[config.mk]
export PLATFORM = sky130hd
export DESIGN_NAME = stego_embed_ctrl_flat
export DESIGN_NICKNAME = d
export VERILOG_FILES = /design/src/rtl/stego_embed_ctrl_if.sv /design/src/rtl/stego_embed_ctrl.sv /design/src/flat_wrapper.sv
export SDC_FILE = /design/constraint.sdc
export NUM_CORES = 1
export LEC_CHECK = 0
export BUFFER_PORTS_ARGS = -buffer_cell sky130_fd_sc_hd__buf_2
export CORE_ASPECT_RATIO = 1.75
export CORE_MARGIN = 4
export CORE_UTILIZATION = 56
export DETAILED_ROUTE_END_ITERATION = 8
export PLACE_DENSITY = 0.8
export SLEW_MARGIN = 20
export SYNTH_ARGS = -nofsm -noshare
export SYNTH_HDL_FRONTEND = slang
export SYNTH_SLANG_ARGS = --single-unit
[constraint.sdc]
create_clock -name clk_i -period 2.6 [get_ports clk_i]
set_input_delay 0.52 -clock clk_i [delete_from_list [all_inputs] [get_ports clk_i]]
set_output_delay 0.52 -clock clk_i [all_outputs]
set_load 0.01 [all_outputs]
[src/rtl/stego_embed_ctrl_if.sv]
// Valid/ready pixel stream with an end-of-frame marker.
// The master drives data, valid and last. The slave drives ready.
interface stego_embed_ctrl_if #(
    parameter int unsigned PixWidth = 8
);
    logic [PixWidth-1:0] data;
    logic                valid;
    logic                last;
    logic                ready;

    modport master (output data, output valid, output last, input ready);
    modport slave  (input data, input valid, input last, output ready);
endinterface

[src/rtl/stego_embed_ctrl.sv]
// Drains secret nibbles from a FIFO and writes each one into the two LSBs of two consecutive
// cover pixels. Once the message is exhausted, the rest of the frame passes through unmodified.
module stego_embed_ctrl #(
    parameter int unsigned PixWidth  = 8,
    parameter int unsigned MessWidth = 4,
    parameter int unsigned LenWidth  = 16
) (
    input  logic                 clk_i,
    input  logic                 rst_ni,
    input  logic                 start_i,
    input  logic [LenWidth-1:0]  msg_len_i,
    output logic                 fifo_rd_req_o,
    input  logic [MessWidth-1:0] fifo_dout_i,
    input  logic                 fifo_empty_i,
    stego_embed_ctrl_if.slave    pix_in,
    stego_embed_ctrl_if.master   pix_out,
    output logic                 busy_o,
    output logic                 done_o,
    output logic                 err_short_o
);

    typedef enum logic [2:0] {StIdle, StFetch, StLoad, StEmbed, StPass, StDone} state_e;

    state_e                state_q;
    logic [LenWidth-1:0]   len_q;
    logic [LenWidth-1:0]   cnt_q;
    logic [MessWidth-1:0]  nib_q;
    logic                  pair_q;
    logic [PixWidth-1:0]   out_data_q;
    logic                  out_valid_q;
    logic                  out_last_q;
    logic                  err_q;

    logic                  in_ready;
    logic                  accept;
    logic [LenWidth-1:0]   cnt_inc;
    logic [1:0]            pair_bits;
    logic [PixWidth-1:0]   embed_pix;

    assign in_ready  = ((state_q == StEmbed) || (state_q == StPass)) &&
                       (!out_valid_q || pix_out.ready);
    assign accept    = in_ready && pix_in.valid;
    assign cnt_inc   = cnt_q + LenWidth'(1);
    assign pair_bits = pair_q ? nib_q[1:0] : nib_q[3:2];
    assign embed_pix = {pix_in.data[PixWidth-1:2], pair_bits};

    always_ff @(posedge clk_i or negedge rst_ni) begin
        if (!rst_ni) begin
            state_q     <= StIdle;
            len_q       <= '0;
            cnt_q       <= '0;
            nib_q       <= '0;
            pair_q      <= 1'b0;
            out_data_q  <= '0;
            out_valid_q <= 1'b0;
            out_last_q  <= 1'b0;
            err_q       <= 1'b0;
        end else begin
            // The output register keeps draining in every state, including FETCH/LOAD/DONE.
            if (accept) begin
                out_data_q  <= (state_q == StEmbed) ? embed_pix : pix_in.data;
                out_valid_q <= 1'b1;
                out_last_q  <= pix_in.last;
            end else if (pix_out.ready) begin
                out_valid_q <= 1'b0;
            end

            unique case (state_q)
                StIdle: begin
                    if (start_i) begin
                        len_q   <= msg_len_i;
                        cnt_q   <= '0;
                        err_q   <= 1'b0;
                        state_q <= (msg_len_i == '0) ? StPass : StFetch;
                    end
                end
                StFetch: begin
                    if (!fifo_empty_i) state_q <= StLoad;
                end
                StLoad: begin
                    nib_q   <= fifo_dout_i;
                    pair_q  <= 1'b0;
                    state_q <= StEmbed;
                end
                StEmbed: begin
                    if (accept) begin
                        pair_q <= ~pair_q;
                        if (pair_q) cnt_q <= cnt_inc;
                        if (pix_in.last) begin
                            state_q <= StDone;
                            // A frame that ends on pair 0 always leaves the message short.
                            if (!(pair_q && (cnt_inc == len_q))) err_q <= 1'b1;
                        end else if (pair_q) begin
                            state_q <= (cnt_inc == len_q) ? StPass : StFetch;
                        end
                    end
                end
                StPass: begin
                    if (accept && pix_in.last) begin
                        state_q <= StDone;
                        if (cnt_q != len_q) err_q <= 1'b1;
                    end
                end
                StDone: state_q <= StIdle;
                default: state_q <= StIdle;
            endcase
        end
    end

    assign fifo_rd_req_o = (state_q == StFetch) && !fifo_empty_i;
    assign pix_in.ready  = in_ready;
    assign pix_out.data  = out_data_q;
    assign pix_out.valid = out_valid_q;
    assign pix_out.last  = out_last_q;
    assign busy_o        = (state_q != StIdle);
    assign done_o        = (state_q == StDone);
    assign err_short_o   = err_q;

endmodule

[src/flat_wrapper.sv]
// flat-port wrapper written by rule: the top's interface ports become plain ports
module stego_embed_ctrl_flat 
#(
    parameter int unsigned PixWidth  = 8,
    parameter int unsigned MessWidth = 4,
    parameter int unsigned LenWidth  = 16
)
  (clk_i, rst_ni, start_i, msg_len_i, fifo_rd_req_o, fifo_dout_i, fifo_empty_i, busy_o, done_o, err_short_o, pix_in_data, pix_in_valid, pix_in_last, pix_in_ready, pix_out_data, pix_out_valid, pix_out_last, pix_out_ready);
  stego_embed_ctrl_if #(.PixWidth(PixWidth)) pix_in_i ();
  stego_embed_ctrl_if #(.PixWidth(PixWidth)) pix_out_i ();
  input  logic clk_i;
  input  logic rst_ni;
  input  logic start_i;
  input  logic [LenWidth-1:0] msg_len_i;
  output logic fifo_rd_req_o;
  input  logic [MessWidth-1:0] fifo_dout_i;
  input  logic fifo_empty_i;
  output logic busy_o;
  output logic done_o;
  output logic err_short_o;
  input wire logic [$bits(pix_in_i.data)-1:0] pix_in_data;
  input wire logic [$bits(pix_in_i.valid)-1:0] pix_in_valid;
  input wire logic [$bits(pix_in_i.last)-1:0] pix_in_last;
  output wire logic [$bits(pix_in_i.ready)-1:0] pix_in_ready;
  output wire logic [$bits(pix_out_i.data)-1:0] pix_out_data;
  output wire logic [$bits(pix_out_i.valid)-1:0] pix_out_valid;
  output wire logic [$bits(pix_out_i.last)-1:0] pix_out_last;
  input wire logic [$bits(pix_out_i.ready)-1:0] pix_out_ready;
  assign pix_in_i.data = pix_in_data;
  assign pix_in_i.valid = pix_in_valid;
  assign pix_in_i.last = pix_in_last;
  assign pix_in_ready = pix_in_i.ready;
  assign pix_out_data = pix_out_i.data;
  assign pix_out_valid = pix_out_i.valid;
  assign pix_out_last = pix_out_i.last;
  assign pix_out_i.ready = pix_out_ready;
  stego_embed_ctrl #(.PixWidth(PixWidth), .MessWidth(MessWidth), .LenWidth(LenWidth)) u_core (.clk_i(clk_i), .rst_ni(rst_ni), .start_i(start_i), .msg_len_i(msg_len_i), .fifo_rd_req_o(fifo_rd_req_o), .fifo_dout_i(fifo_dout_i), .fifo_empty_i(fifo_empty_i), .pix_in(pix_in_i), .pix_out(pix_out_i), .busy_o(busy_o), .done_o(done_o), .err_short_o(err_short_o));
endmodule
==> out/metrics.json <==
{
  "critical_path.reg2reg.endpoint": "u_core.state_q[2]",
  "grt_overflow_total": 0,
  "grt_usage_pct": 22.71,
  "cts.sinks": 51,
  "placement_rows": 34,
  "max_freq_mhz": 440.3,
  "final_antenna_net_count": 0,
  "maximum_number_of_pins_on_one_net_before_global_route_repair": 31,
  "tritoncts_buffer_count": 5,
  "timing.max_slew.rel_slack_pct": 61.37,
  "cts-resized-gates": 0,
  "setup.worst_path.start_class": "flip-flop",
  "clock_tree.buffer_depth": 2,
  "synth_enable_flop_cells": 0,
  "rsz_0062_raised_after_global_routing": "no",
  "htreeDepth": 2,
  "synthCells": 297,
  "worst-endpoint-arrival_ns": 2.50,
  "drt_first_iter_violations": 67,
  "die_w_um": 62.40,
  "postCtsSetupBuffers": 0,
  "synth-async-reset-ratio_pct": 100.0,
  "dp_hpwl_um": 5313,
  "layout.cells.most_common_list": "51 x sky130_fd_sc_hd__dfrtp_1, 49 x sky130_fd_sc_hd__buf_2, 41 x sky130_fd_sc_hd__nand2_1",
  "timing.setup.tns_ns": 0,
  "filler_cells_inserted": 436,
  "timing_worst_slew_pin_value_ns": 0.5794,
  "final_report_max_slew_violation_count": 0,
  "regToRegStartpoint": "u_core.cnt_q[10]",
  "grt_first_pass_wirelength_um": 11680,
  "ys_dominant_reg_cell": "sky130_fd_sc_hd__dfrtp_1",
  "initial_utilization_pct": 58.27,
  "num_antenna_cells": 0,
  "cts.hold.buffers_added": 0,
  "yosysWarnings": 0,
  "layout.nets": 382,
  "first_global_vias": 2560,
  "syn-mean-instance-area_sq_um": 9.765,
  "placeable_area_sq_um": 4977,
  "worstPathCellList": "and4_1 -> xor2_1 -> or4b_1 -> a211o_1 -> nor4_2 -> a2bb2oi_1",
  "kind_of_path_behind_the_tightest_hold_check": "in2async",
  "seq_area_frac_synth_pct": 44.00,
  "critPathCaptureType": "flip-flop",
  "post-route-drc-count": 0,
  "final_common_cell": "sky130_fd_sc_hd__dfrtp_1",
  "clk_latency_ns": 0.31,
  "globalplace.congestion": 0.8955,
  "num_vias": 2382,
  "r2r.worst_path.cells": 6,
  "final_critical_path_required_period_ns": 2.271,
  "drt-pass1-iter-count": 4,
  "final_number_of_hold_violating_endpoints": 0,
  "drt-vias-per-instance": 5.940,
  "cp_data_required_time_ns": 2.83,
  "floorplan.io_pins": 50,
  "syn2layout_area_growth_pct": 14.37,
  "power_density_nw_per_um2": 1012,
  "maxCapViolCount": 0,
  "die_height_um": 103.2,
  "port_buffers": 49,
  "avgRoutedWirePerCell_um": 16.67,
  "netlist-cell-type-count": 60,
  "max-vdd-ir-drop_uv": 756.5,
  "timing.setup.critical_path_class": "reg2reg",
  "outcome": "finished, final reports clean",
  "drive_above_1_share_pct": 26.80,
  "root_buffer": "sky130_fd_sc_hd__clkbuf_8",
  "syn_nets": 333,
  "synth.ff_latch_count": 51,
  "pre_cts_ws_ns": 0.3426,
  "timing.critical_path.fanout_max": 5,
  "min_period_over_period_pct": 87.35,
  "total_leakage_power_nw": 1.569,
  "syn-cell-area_sq_um": 2900,
  "slowest_delay_ns": 0.50,
  "die_area_sq_um": 6440,
  "total_power_mw": 3.357,
  "cts.reportedPaths.clkPinSlew_ns": 0.10,
  "clock_skew_ns": 0.01270,
  "final.setup.worst_slack_ns": 0.3290,
  "reg2reg_slack_ns": 0.33,
  "report.final.setup_viol": 0,
  "drt_wl_total_um": 6685,
  "number_of_antenna_violations_at_the_first_check_in_global_routing": 0,
  "slowest_stage": "sky130_fd_sc_hd__or4b_1",
  "cts_tree": "yes"
}
-- logic make-up (layout without fill, tap and decap cells) --
logic type      count (synthesis)  count (layout)  synth area share [%]
simple gates                  128             128                 23.08
flops                          51              51                 44.00
compound gates                 44              44                 10.10
xor+xnor                       33              33                 10.44
mux                            24              24                 9.146
buf+inv                        16              66                 2.804
fa+ha+maj                       1               1                0.4313
-- worst max-delay path, delay by kind of cell, from the launching register on --
family | cells | cell delay [ns]
AND/OR/NAND/NOR | 3 | 1.09
AO/OA/AOI/OAI | 2 | 0.52
XOR/XNOR | 1 | 0.14
flip-flops | 1 | 0.44
-- how the worst max path moves through the flow --
stage                           startpoint            endpoint  cells after the start  slack [ns]
after global routing       u_core.cnt_q[7]   u_core.state_q[2]                      6        0.18
after detailed placement  u_core.cnt_q[10]  u_core.err_short_o                      6        0.34
after global placement    u_core.cnt_q[10]   u_core.state_q[2]                      6        0.41
final                     u_core.cnt_q[10]   u_core.state_q[2]                      6        0.33
after CTS                 u_core.cnt_q[10]  u_core.err_short_o                      6        0.32
after floorplan           u_core.cnt_q[10]   u_core.state_q[2]                      6        0.47
-- metrics by stage --
step           util (%)  cells  hold slack (ns)  cell area, sq um
2_1_floorplan         -    297           0.2244              2900
3_3_place_gp      64.33    393           0.4537              3202
3_5_place_dp      64.33    393           0.4569              3202
4_1_cts           66.64    401           0.2073              3317
5_1_grt           66.64    401           0.2293              3317
6_report          66.64    401           0.1926              3317
-- flip-flops by register name, indices dropped and copies added (netlist names) --
name	count
u_core.err_short_o	1
u_core.pix_out.last	1
u_core.pair_q	1
u_core.nib_q	4
u_core.pix_out.valid	1
u_core.pix_out.data	8
u_core.state_q	3
u_core.len_q	16
u_core.cnt_q	16
-- Yosys cell counts (7+ instances only) --
library cell               instances  area share, %
sky130_fd_sc_hd__a21oi_1           8            1.4
sky130_fd_sc_hd__clkbuf_1          7           0.91
sky130_fd_sc_hd__dfrtp_1          51             44
sky130_fd_sc_hd__mux2_2           20            7.8
sky130_fd_sc_hd__nand2_1          41            5.3
sky130_fd_sc_hd__nand3_1           8            1.4
sky130_fd_sc_hd__nor2_1           27            3.5
sky130_fd_sc_hd__nor3_1            7            1.2
sky130_fd_sc_hd__nor4_1            7            1.5
sky130_fd_sc_hd__o21ai_0          14            2.4
sky130_fd_sc_hd__xnor2_1          11            3.3
sky130_fd_sc_hd__xor2_1           21            6.3
-- report_power, final --
group	switching, mW	total, mW	internal (mW)
clock network	0.271	0.561	0.290
registers	0.346	1.43	1.08
logic	0.700	1.37	0.666
total	1.32	3.36	2.04
-- layout make-up --
class,instances,area [sq um],area share (%)
clock buffer,5,68.82,2.075
timing repair buffer,53,287.8,8.676
multi-input combinational,230,1551,46.77
tap,54,67.56,2.037
inverter,5,18.77,0.5658
clock inverter,3,46.29,1.396
sequential,51,1276,38.48
-- metal layers --
metal / track usage (%) / up-vias / part of all wire (%)
met4: 12.09 / 0 / 4.6
met5: 0 / - / 0
met1: 23.66 / 1145 / 38
met2: 43.45 / 70 / 54
li1: - / 1146 / -
met3: 3.351 / 21 / 4.0
Note: power is estimated with default switching activity, not from simulation.
